$ cat src/rtl/vx_commit_arb.sv
// Merges per-unit commit streams into one writeback stream: round-robin with packet lock,
// 2-entry output FIFO and retired-instruction counter. Define COMMIT_ARB_PERF_EN for stall counters.
module vx_commit_arb #(
  parameter int unsigned NUM_UNITS   = 4,
  parameter int unsigned NUM_THREADS = 4,
  parameter int unsigned XLEN        = 32,
  parameter int unsigned NW_BITS     = 2,
  parameter int unsigned PC_BITS     = 32,
  parameter int unsigned RD_BITS     = 6,
  localparam int unsigned UW         = $clog2(NUM_UNITS)
) (
  input  logic                                clk,
  input  logic                                reset_n,
  input  logic [NUM_UNITS-1:0]                in_valid,
  output logic [NUM_UNITS-1:0]                in_ready,
  input  logic [NUM_UNITS*NW_BITS-1:0]        in_wid,
  input  logic [NUM_UNITS*NUM_THREADS-1:0]    in_tmask,
  input  logic [NUM_UNITS*PC_BITS-1:0]        in_pc,
  input  logic [NUM_UNITS-1:0]                in_wb,
  input  logic [NUM_UNITS*RD_BITS-1:0]        in_rd,
  input  logic [NUM_UNITS*NUM_THREADS*XLEN-1:0] in_data,
  input  logic [NUM_UNITS-1:0]                in_eop,
  output logic                                out_valid,
  input  logic                                out_ready,
  output logic [NW_BITS-1:0]                  out_wid,
  output logic [NUM_THREADS-1:0]              out_tmask,
  output logic [PC_BITS-1:0]                  out_pc,
  output logic                                out_wb,
  output logic [RD_BITS-1:0]                  out_rd,
  output logic [NUM_THREADS*XLEN-1:0]         out_data,
  output logic                                out_eop,
  output logic [UW-1:0]                       out_unit,
  output logic [63:0]                         instret
`ifdef COMMIT_ARB_PERF_EN
  ,
  output logic [NUM_UNITS*32-1:0]             perf_stall_cycles
`endif
);

  localparam int unsigned DW = NUM_THREADS * XLEN;

  typedef struct packed {
    logic [UW-1:0]          unit;
    logic [NW_BITS-1:0]     wid;
    logic [NUM_THREADS-1:0] tmask;
    logic [PC_BITS-1:0]     pc;
    logic                   wb;
    logic [RD_BITS-1:0]     rd;
    logic [DW-1:0]          data;
    logic                   eop;
  } beat_t;

  logic [UW-1:0]        ptr_q, ptr_d;
  logic                 lock_q, lock_d;
  logic [UW-1:0]        lock_unit_q, lock_unit_d;
  logic [NUM_UNITS-1:0] grant;
  logic [UW-1:0]        grant_idx;
  logic                 grant_any;
  logic [UW-1:0]        cand;

  beat_t                mem_q [2];
  beat_t                mem_d [2];
  logic                 wr_ptr_q, wr_ptr_d;
  logic                 rd_ptr_q, rd_ptr_d;
  logic [1:0]           count_q, count_d;
  logic [63:0]          instret_q, instret_d;

  beat_t                push_beat;
  beat_t                head;
  logic                 full;
  logic                 push;
  logic                 pop;

  // A locked packet owns the grant; otherwise first valid unit at or after the pointer wins.
  always_comb begin
    grant     = '0;
    grant_idx = '0;
    grant_any = 1'b0;
    cand      = '0;
    if (lock_q) begin
      grant_idx = lock_unit_q;
      grant_any = in_valid[lock_unit_q];
    end else begin
      for (int unsigned j = 0; j < NUM_UNITS; j++) begin
        cand = UW'((32'(ptr_q) + j) % NUM_UNITS);
        if (!grant_any && in_valid[cand]) begin
          grant_any = 1'b1;
          grant_idx = cand;
        end
      end
    end
    grant[grant_idx] = grant_any;
  end

  assign full      = (count_q == 2'd2);
  assign in_ready  = grant & {NUM_UNITS{~full & reset_n}};
  assign push      = grant_any & ~full & reset_n;
  assign out_valid = (count_q != 2'd0);
  assign pop       = out_valid & out_ready;

  always_comb begin
    push_beat      = '0;
    push_beat.unit = grant_idx;
    for (int unsigned i = 0; i < NUM_UNITS; i++) begin
      if (grant_idx == UW'(i)) begin
        push_beat.wid   = in_wid[i*NW_BITS +: NW_BITS];
        push_beat.tmask = in_tmask[i*NUM_THREADS +: NUM_THREADS];
        push_beat.pc    = in_pc[i*PC_BITS +: PC_BITS];
        push_beat.wb    = in_wb[i];
        push_beat.rd    = in_rd[i*RD_BITS +: RD_BITS];
        push_beat.data  = in_data[i*DW +: DW];
        push_beat.eop   = in_eop[i];
      end
    end
  end

  always_comb begin
    ptr_d       = ptr_q;
    lock_d      = lock_q;
    lock_unit_d = lock_unit_q;
    if (push) begin
      ptr_d       = (grant_idx == UW'(NUM_UNITS - 1)) ? '0 : grant_idx + UW'(1);
      lock_d      = ~push_beat.eop;
      lock_unit_d = grant_idx;
    end
  end

  assign head = mem_q[rd_ptr_q];

  always_comb begin
    mem_d = mem_q;
    if (push) begin
      mem_d[wr_ptr_q] = push_beat;
    end
    wr_ptr_d  = wr_ptr_q ^ push;
    rd_ptr_d  = rd_ptr_q ^ pop;
    count_d   = count_q + 2'(push) - 2'(pop);
    instret_d = instret_q + 64'(pop & head.eop);
  end

  always_ff @(posedge clk or negedge reset_n) begin
    if (!reset_n) begin
      ptr_q       <= '0;
      lock_q      <= 1'b0;
      lock_unit_q <= '0;
      mem_q[0]    <= '0;
      mem_q[1]    <= '0;
      wr_ptr_q    <= 1'b0;
      rd_ptr_q    <= 1'b0;
      count_q     <= '0;
      instret_q   <= '0;
    end else begin
      ptr_q       <= ptr_d;
      lock_q      <= lock_d;
      lock_unit_q <= lock_unit_d;
      mem_q       <= mem_d;
      wr_ptr_q    <= wr_ptr_d;
      rd_ptr_q    <= rd_ptr_d;
      count_q     <= count_d;
      instret_q   <= instret_d;
    end
  end

  assign out_wid   = head.wid;
  assign out_tmask = head.tmask;
  assign out_pc    = head.pc;
  assign out_wb    = head.wb;
  assign out_rd    = head.rd;
  assign out_data  = head.data;
  assign out_eop   = head.eop;
  assign out_unit  = head.unit;
  assign instret   = instret_q;

`ifdef COMMIT_ARB_PERF_EN
  logic [NUM_UNITS*32-1:0] perf_q, perf_d;

  always_comb begin
    perf_d = perf_q;
    for (int unsigned i = 0; i < NUM_UNITS; i++) begin
      if (in_valid[i] && !in_ready[i] && (perf_q[i*32 +: 32] != 32'hFFFF_FFFF)) begin
        perf_d[i*32 +: 32] = perf_q[i*32 +: 32] + 32'd1;
      end
    end
  end

  always_ff @(posedge clk or negedge reset_n) begin
    if (!reset_n) begin
      perf_q <= '0;
    end else begin
      perf_q <= perf_d;
    end
  end

  assign perf_stall_cycles = perf_q;
`endif

  // Producers must hold valid and payload while stalled.
  for (genvar i = 0; i < int'(NUM_UNITS); i++) begin : g_hs_chk
    assert property (@(posedge clk) disable iff (!reset_n)
      (in_valid[i] && !in_ready[i]) |=> (in_valid[i]
        && $stable(in_wid[i*NW_BITS +: NW_BITS])
        && $stable(in_tmask[i*NUM_THREADS +: NUM_THREADS])
        && $stable(in_pc[i*PC_BITS +: PC_BITS])
        && $stable(in_wb[i])
        && $stable(in_rd[i*RD_BITS +: RD_BITS])
        && $stable(in_data[i*DW +: DW])
        && $stable(in_eop[i])));
  end

  assert property (@(posedge clk) disable iff (!reset_n) $onehot0(in_ready));

endmodule

$ cat config.mk
export PLATFORM = sky130hd
export DESIGN_NAME = vx_commit_arb
export DESIGN_NICKNAME = d
export VERILOG_FILES = /design/src/rtl/vx_commit_arb.sv
export SDC_FILE = /design/constraint.sdc
export NUM_CORES = 1
export LEC_CHECK = 0
export CAP_MARGIN = 10
export CORE_AREA = 2 2 374 376
export CTS_CLUSTER_DIAMETER = 80
export CTS_CLUSTER_SIZE = 28
export DETAILED_ROUTE_END_ITERATION = 7
export DIE_AREA = 0 0 376 378
export PLACE_DENSITY = 0.45
export RECOVER_POWER = 25
export SLEW_MARGIN = 25
export SYNTH_ARGS = -nofsm -noshare
export SYNTH_HDL_FRONTEND = slang
export SYNTH_SLANG_ARGS = --single-unit
$ cat constraint.sdc
create_clock -name clk -period 8.45 [get_ports clk]
set_input_delay 1.69 -clock clk [delete_from_list [all_inputs] [get_ports clk]]
set_output_delay 1.69 -clock clk [all_outputs]
set_load 0.005 [all_outputs]
## After elaboration in Yosys (flattened, before gate mapping)

Index checks and enable logic that the tools add are counted.

- Bits in registers: 425
- Bits of input ports: 703
- Output and inout port bits: 245

- $add $sub $neg: 7
- Magnitude comparators: 10
- Eq/ne operators: 4
- Muxes and demuxes: 36
- Bitwise gates (word level): 13
- Reductions and logical operators: 10

Operators by type and width:

| operator | number |
|---|---|
| 176-bit 2-to-1 mux | 4 |
| 174-bit 2-to-1 mux | 4 |
| 352-bit bitwise mux | 1 |
| 176-bit demux with 1-bit select | 1 |
| 64-bit by 1-bit adder with 64-bit output | 1 |
| 2-bit by 3-bit less-than comparator with 1-bit output (second input constant) | 6 |
| 1-bit 2-to-1 mux | 14 |
| 2-bit 2-to-1 mux | 6 |
| 1-bit binary-select mux with 2-bit select | 5 |
| 4-bit bitwise AND | 2 |
| 2-bit == test (second input constant) | 3 |
| 1-bit bitwise AND | 5 |
| 1-bit logical AND | 5 |
| 2-bit by 1-bit adder with 2-bit output (second input constant) | 2 |
| 2-bit adder (second input constant) | 2 |
| 2-bit greater-or-equal comparator (second input constant) | 2 |
| 1-bit inverter with 2-bit output | 2 |
| 1-bit zero test | 3 |
| 2-bit by 1-bit adder with 2-bit output | 1 |
| 1-bit demux with 2-bit select | 1 |
| 2-bit by 1-bit == test with 1-bit output (second input constant) | 1 |
| 2-bit by 1-bit greater-or-equal comparator with 1-bit output (second input constant) | 1 |
| 2-bit zero test | 1 |
| 2-bit by 1-bit less-than comparator with 1-bit output (second input constant) | 1 |
| 4 further kinds | 6 |

## Depth between registers and ports, before layout

Gate-level depths: netlist of the first run.

- Depth after elaboration: 22
- Depth in mapped cells: 14
- Gate-level depth less buffers: 11

## Worst setup path after synthesis of the first run

No wires, ideal clock.

- Kind: input-to-output
- From: input port in_valid[2]
- To: output port in_ready[2]
- Arrival time: 3.813 ns
- Required time: 6.760 ns
- Path slack: 2.947 ns
- Cell stages on the path: 10
- Path through: buf_6 > mux4_2 > a211oi_4 > a21oi_2 > inv_1 > ha_1 > clkbuf_1 > clkbuf_1 > clkbuf_1 > and2_2

- Longest elaborated chain between the ends: 22
- Elaborated cells between the ends (all ways): 36

RTL lines:

| element | line | RTL |
|---|---|---|
| from (decl) | 14 | `input logic [NUM_UNITS-1:0] in_valid,` |
| 1-bit binary-select mux with 2-bit select | 86 | `if (!grant_any && in_valid[cand]) begin` |
| 1-bit 2-to-1 mux (implied by the code) | 86 |  |
| 1-bit 2-to-1 mux | 86 |  |
| 1-bit 2-to-1 mux | 80 | `if (lock_q) begin` |
| 1-bit zero test | 86 |  |
| 1-bit logical AND | 86 |  |
| 1-bit 2-to-1 mux | 86 |  |
| 1-bit 2-to-1 mux | 80 |  |
| [7 not listed] | - |  |
| 2-bit 2-to-1 mux * | 80 |  |
| named net grant_idx[0] | 57 | `logic [UW-1:0] grant_idx;` |
| 2-bit by 3-bit less-than comparator with 1-bit output (implied by the code) or 2-bit by 1-bit greater-or-equal comparator with 1-bit output (tied branches) | 92 | `grant[grant_idx] = grant_any;` |
| 1-bit logical AND (implied by the code) | 92 |  |
| 1-bit 2-to-1 mux (implied by the code) | 92 |  |
| 1-bit demux with 2-bit select * | 92 |  |
| 4-bit bitwise AND (no line) * | - |  |
| 4-bit bitwise AND * | 96 | `assign in_ready = grant & {NUM_UNITS{~full & reset_n}};` |
| to (decl) | 15 | `output logic [NUM_UNITS-1:0] in_ready,` |

The timed path passes the listed nets; every way through them passes the cells marked *. The select of a mux whose other input is x is not followed.

## Worst setup path after layout of the first run

- From: input port in_valid[3]
- To: output port in_ready[2]

Same word-level chain as after synthesis.

==> summary.txt, run 1 <==
Worst setup path
  • Top cell by count, worst path: clkdlybuf4s50_1
  • CP top delay family: buffers and inverters
  • Crit Path Category: in2out
  • Critical path cell sequence: clkdlybuf4s50_1 -> nor4b_1 -> mux2i_1 -> a211oi_4 -> a21oi_2 -> inv_1 -> ha_4 -> and2_2 -> clkdlybuf4s50_1
  • Buf/Inv on CP: 3
  • Arr. time, crit path: 4.72 ns
  • CP required: about 6.8 ns
  • Slowest CP cell: clkdlybuf4s50_1
  • CP Launch Type: input port
  • Crit end category: output port
  • R2R Path Start: rd_ptr_q
  • CP startpoint: in_valid[3]
  • Worst stage delay on the critical path: around 0.57 ns
  • Max FO, Critical Path: 35

Drt
  • DRT Wirelength: 108000 um
  • Via count: around 22000
  • Residual DRC: 0
  • DRT antenna net count: 0
  • Initial drt markers: 1217
  • Met3 routed WL: between 7000 and 8000 um
  • Highest routing layer actually used: met5
  • Via density: 4.25
  • Wire per inst: 21.1 um
  • First drt pass iteration count: 7
  • WL met2: 53800 um
  • WL met1: 45200 um

Clock tree
  • CTS tree: built
  • Max H-tree Level: 2
  • Clock buffer depth: 3
  • Resized Gates After CTS: 0
  • Reg clk slew, reported paths: 0.10 ns
  • Post-CTS setup buffers: 0
  • CTS root buf: clkbuf_16
  • TritonCTS Buffers: 37
  • Worst skew pair latency: 0.62 ns
  • Post-CTS Hold Fix Bufs: 0
  • Clock Sinks: 425

Floorplan
  • Core area: 139000 um^2
  • Top-level I/O count: 948
  • Row count: 137
  • DIE AREA: ~140000 um^2
  • Initial Utilization: 16.4%
  • Die Height: 378 um
  • Die width: 376 um

GRT
  • Vias in the first global route: approximately 21000
  • Antenna violations before repair: 5
  • First-pass GRT wire length: about 150000 um
  • Grt total ovfl: 0
  • Largest net degree at the start of global routing: 182
  • GRT Overall Usage: 14.4%

STA
  • Final min period: 6.41 ns
  • Final worst slack: 2.04 ns
  • Setup TNS: 0 ns
  • Slew Limit Fails: between 200 and 300
  • Final period utilization: 75.8%
  • Clock skew: 0.0382 ns
  • Slew Limit Headroom: -113%
  • F_max: between 150 and 200 MHz
  • Final setup fails: 0
  • Final hold violations: 0
  • Tightest Pin Transition: 3.19 ns
  • RSZ-0062 raised after global routing: false

Synth
  • Yosys cell types: 51
  • Syn Inst Count: 2488
  • Synthesized area: 22800 um^2
  • Syn_area_per_cell: about 9.2 um^2
  • Synthesized net count: between 3000 and 4000
  • Register area share after synthesis: 46.7%
  • Flops & latches, synth: 425
  • Yosys Warn Count: 0

Final layout
  • Area growth from synthesis to layout: 55.2%
  • Nets: approximately 4000
  • Final Non-Filler Cells: 5117
  • Layout cell share with drive strength beyond 1: 9.01%

Place
  • I/O Buffers: roughly 950
  • HPWL Detailed: 83200 um
  • Placed cells: 5046
  • Placer Congestion: 0.867
  • Pre-CTS setup slack: 2.06 ns

Pwr
  • Leak: 0.0132 uW
  • Max IR drop VDD: between 0.2 and 0.3 mV
  • Power Density: 407 nW/um^2

Worst hold path
  • Min-delay worst type: reg2reg
  • Hold wc startpoint: instret[63]

Flow run
  • Maxcap violations: 4

Run status
  • Status: finished with violations
  • Failing checks: max-capacitance violations, max-slew violations
==> layout make-up <==
class	instances	area (um^2)
multi-input cells	1824	11300
flip-flops and latches	425	10600
clock inverters	30	373
repair buffers	971	9790
diodes	4	10.0
well taps	1807	2260
fillers	14900	103000
inverters	19	71.3
clock buffers	37	926
==> registers in the layout (all words and copies together) (netlist names) <==
name and count:
count_q 2, instret 64, lock_q 1, lock_unit_q 2, mem_q 352, ptr_q 2, rd_ptr_q 1, wr_ptr_q 1
==> report_power, final <==
| group | switching [uW] | internal, uW | total [uW] | leakage [uW] |
|---|---|---|---|---|
| Combinational | 5120 | 3920 | 9050 | 0.00768 |
| Sequential | 503 | 2960 | 3470 | 0.00493 |
| Clock | 993 | 887 | 1880 | 0.000630 |
| Total | 6620 | 7770 | 14400 | 0.0132 |
==> final timing paths <==
path,to,slack (ns),depth (start not counted)
worst max-delay path,in_ready[2],2.04,9
min in group asynchronous,mem_q[131],1.02,1
max in group asynchronous,mem_q[196],2.65,3
worst max register to register,instret[60],3.19,10
worst min-delay path,instret[63],0.47,1
worst min register to register,instret[63],0.47,1
==> through the flow <==
step	util (%)	area (um^2)	hold slack [ns]	total power (uW)
2_1_floorplan	-	22800	0.459	8390
3_3_place_gp	24.6	34100	0.465	12700
3_5_place_dp	24.6	34100	0.468	12700
4_1_cts	25.5	35400	0.486	14700
5_1_grt	25.5	35300	0.506	15600
6_report	25.5	35300	0.473	14400
==> Yosys cell counts (all sizes together) <==
cell      n  area [um^2]
nor3    196         1010
buf      34          173
and3b     2         17.5
a211oi    1         20.0
nand3    24          125
dfrtp   425        10600
nor4b     1         8.76
nor4      6         65.1
nor2b   174         1090
or2       1         6.26
and3      5         31.3
o221ai    1         15.0
and2      7         48.8
inv      19         71.3
nand4    15          113
o31ai     1         7.51
or2b      1         7.51
mux2i     3         30.0
a32oi     1         8.76
o211ai    1         7.51
or3       2         12.5
nand2    37          141
mux2    181         2040
xor2     29          254
ha       10          125
a21oi   527         2640
nor3b     3         22.5
mux4      2         48.8
xnor2    36          315
o41a      1         11.3
a221oi  173         1520
nor2    376         1420
clkbuf  186          698
o21ai     5         25.0
nand2b    2         12.5
==> per-layer routing <==
metal / vias to the layer above / global-route usage [%]
li1: 10500 / -
met5: - / 0
met3: 87 / 3.47
met4: 8 / 2.96
met1: 10500 / 17.9
met2: 666 / 25.1
==> layout by cell type (no fill, tap or decap), types with 8 or more instances in the layout <==
master and instances:
mux2_2 177, nor3_1 191, dfrtp_1 425, inv_1 19, xor2_1 29, buf_4 10
buf_12 11, nand4_1 12, clkdlybuf4s50_1 945, nand3_1 23, inv_8 8, nor2b_1 173
nand2_1 36, xnor2_1 36, a221oi_1 173, a21oi_1 526, clkbuf_16 37, nor2_1 375
==> cell families (layout without fill, tap and decap cells) <==
family,Yosys count,count (layout),synth area share [%]
XOR/XNOR,65,65,2.50
multiplexers,186,186,9.31
buffers and inverters,239,1057,4.14
flip-flops,425,425,46.7
other,0,4,0
adder cells (fa/ha/maj),10,10,0.549
AO/OA/AOI/OAI,711,711,18.7
AND/OR/NAND/NOR,852,852,18.1
==> worst register-to-register path: stages (launching register included) <==
cell     delay, ns
dfrtp_1       1.92
buf_12        0.42
mux2_1        0.40
and3_1        0.23
ha_1          0.26
ha_1          0.30
nand2_1       0.10
nor3_2        0.49
nand4_2       0.53
nor3_1        0.40
xor2_1        0.17
Note: power is estimated with default switching activity, not from simulation.
==> run 2: changes to the inputs <==
==> constraint.sdc (replaced) <==
create_clock -name clk -period 6.52 [get_ports clk]
set_input_delay 1.304 -clock clk [delete_from_list [all_inputs] [get_ports clk]]
set_output_delay 1.304 -clock clk [all_outputs]
set_load 0.005 [all_outputs]
==> run 2 against run 1 <==
The flow still finishes with violations (max-capacitance violations, max-slew violations). Routed wire length is 1.8% higher. Flip-flop and latch count stayed put. Via count is 0.80% higher. Non-clock buffer count is 38 higher. Clock power is 30% higher. First-iteration DRC count is 0.66% lower. Global-route usage is 0.20 points higher. Highest routed layer unchanged.
==> summary.txt, run 2 (synthesized netlist as in run 1, its figures left out) <==
Worst setup path
  • CP Launch Type: input port
  • Crit end category: output port
  • Max FO, Critical Path: 16
  • Arr. time, crit path: about 4.4 ns
  • CP top delay family: buffers and inverters
  • Crit Path Category: in2out
  • Critical path cell sequence: dlygate4sd3_1 -> and3b_1 -> o21ai_1 -> a211oi_4 -> a21oi_2 -> inv_1 -> ha_4 -> and2_2 -> clkdlybuf4s50_1
  • Worst stage delay on the critical path: 0.74 ns
  • Slowest CP cell: dlygate4sd3_1
  • Buf/Inv on CP: 3
  • CP required: about 5.2 ns

STA
  • Min Hold Slack: 0.484 ns
  • Final min period: 5.72 ns
  • Tightest Pin Transition: between 2 and 2.5 ns
  • F_max: ~170 MHz
  • RSZ-0062 raised after global routing: false
  • Final setup fails: 0
  • Slew Limit Headroom: -51.8%
  • Final hold violations: 0
  • Setup TNS: 0 ns
  • Final period utilization: 87.7%
  • Slew Limit Fails: 81
  • Clock skew: between 0.03 and 0.04 ns

Drt
  • Initial drt markers: 1209
  • DRT antenna net count: 0
  • Residual DRC: 0
  • Via count: 21900
  • Via density: 4.26
  • Wire per inst: roughly 21 um
  • First drt pass iteration count: 5
  • DRT Wirelength: 110000 um

GRT
  • Antenna violations before repair: 7
  • Grt total ovfl: 0
  • Vias in the first global route: 21300
  • GRT Overall Usage: approximately 15%
  • Largest net degree at the start of global routing: 155
  • First-pass GRT wire length: 153000 um

Place
  • I/O Buffers: 947
  • HPWL Detailed: 85800 um
  • DP Area: between 30000 and 40000 um^2
  • Placer Congestion: 0.879

Clock tree
  • Resized Gates After CTS: 0
  • Clock Sinks: ~430
  • CTS tree: built
  • Max H-tree Level: 2
  • Post-CTS Hold Fix Bufs: 0
  • Clock buffer depth: 3
  • Post-CTS setup buffers: 0
  • Worst skew pair latency: about 0.60 ns
  • Reg clk slew, reported paths: 0.09 ns
  • TritonCTS Buffers: 34
  • CTS root buf: clkbuf_16

Final layout
  • Core Util, Final: about a quarter
  • Largest reg by FF count: mem_q
  • Area growth from synthesis to layout: 56.8%
  • Max reg flops: between 300 and 400
  • Layout cell share with drive strength beyond 1: 9.91%
  • Most common cell after layout, fill and taps aside: clkdlybuf4s50_1
  • Most frequent cells in the layout: clkdlybuf4s50_1, a21oi_1, dfrtp_1, nor2_1, nor3_1
  • Finished Cell Area: 35700 um^2
  • Nets: slightly above 4000

Flow run
  • Maxcap violations: 2

Pwr
  • Max IR drop VDD: 0.369 mV
  • Power Density: 533 nW/um^2
  • Leak: ~0.013 uW
  • Total power: 19000 uW

Run status
  • Status: finished with violations
  • Failing checks: max-capacitance violations, max-slew violations

Floorplan
  • Row count: 137
  • Top-level I/O count: between 900 and 1000
  • Die width: between 300 and 400 um
  • Initial Utilization: 16.4%
  • DIE AREA: 142000 um^2
  • Die Height: roughly 380 um
  • Core area: around 140000 um^2

Worst hold path
  • Min-delay worst type: reg2reg
[run 2: changes by cell type in the layout (fill, tap and decap cells not counted), moves of 2 or more]
cell / previous run / this run
buf_12: 11 / 18
buf_4: 10 / 42
bufinv_16: 0 / 2
clkbuf_16: 37 / 34
clkinv_4: 4 / 2
clkinv_8: 3 / 5
inv_16: 3 / 5
inv_8: 8 / 1
[run 2: layer usage]
| layer | part of all wire [%] | vias up | GRT usage, % |
|---|---|---|---|
| met5 | 0.046 | - | 0 |
| met1 | 42 | 10600 | 18.4 |
| met2 | 49 | 662 | 25.2 |
| met3 | 6.1 | 93 | 3.46 |
| met4 | 2.0 | 8 | 2.99 |
| li1 | - | 10600 | - |
[run 2: area by class of cell]
type / count / area, um^2
Fill cell: 14800 / 103000
Multi-Input combinational cell: 1824 / 11300
Sequential cell: 425 / 10600
Timing Repair Buffer: 1009 / 10200
Tap cell: 1807 / 2260
Clock buffer: 34 / 851
Clock inverter: 28 / 452
Inverter: 19 / 71.3
Antenna cell: 4 / 10.0
[run 2: power breakdown]
group | leakage (uW) | internal (uW) | switching, uW
Sequential | 0.00493 | 3840 | 650
Combinational | 0.00791 | 5300 | 6790
Clock | 0.000624 | 1160 | 1290
[run 2: path summary, 6_finish.rpt]
check / start / to / slack [ns] / cells after the start
min in group asynchronous: reset_n / mem_q[133] / 0.67 / 1
hold reg to reg: instret[63] / instret[63] / 0.48 / 1
max in group asynchronous: reset_n / mem_q[29] / 1.49 / 4
hold / removal: instret[63] / instret[63] / 0.48 / 1
setup / recovery: in_valid[3] / in_ready[2] / 0.80 / 9
setup reg to reg: rd_ptr_q / instret[60] / 1.65 / 9
[run 2: per-stage QoR]
stage / std cells / setup WS (ns)
2_1_floorplan: 2488 / 1.79
3_3_place_gp: 5084 / 0.916
3_5_place_dp: 5084 / 0.944
4_1_cts: 5146 / 0.939
5_1_grt: 5147 / 0.600
6_report: 5150 / 0.803
[run 2: worst register-to-register path: stages, from the launching register on]
cell	delay, ns
dfrtp_1	1.79
mux2_1	0.47
and3_1	0.27
ha_1	0.26
ha_1	0.29
nand2_1	0.10
nor3_2	0.52
nand4_2	0.54
nor3_1	0.39
xor2_1	0.17
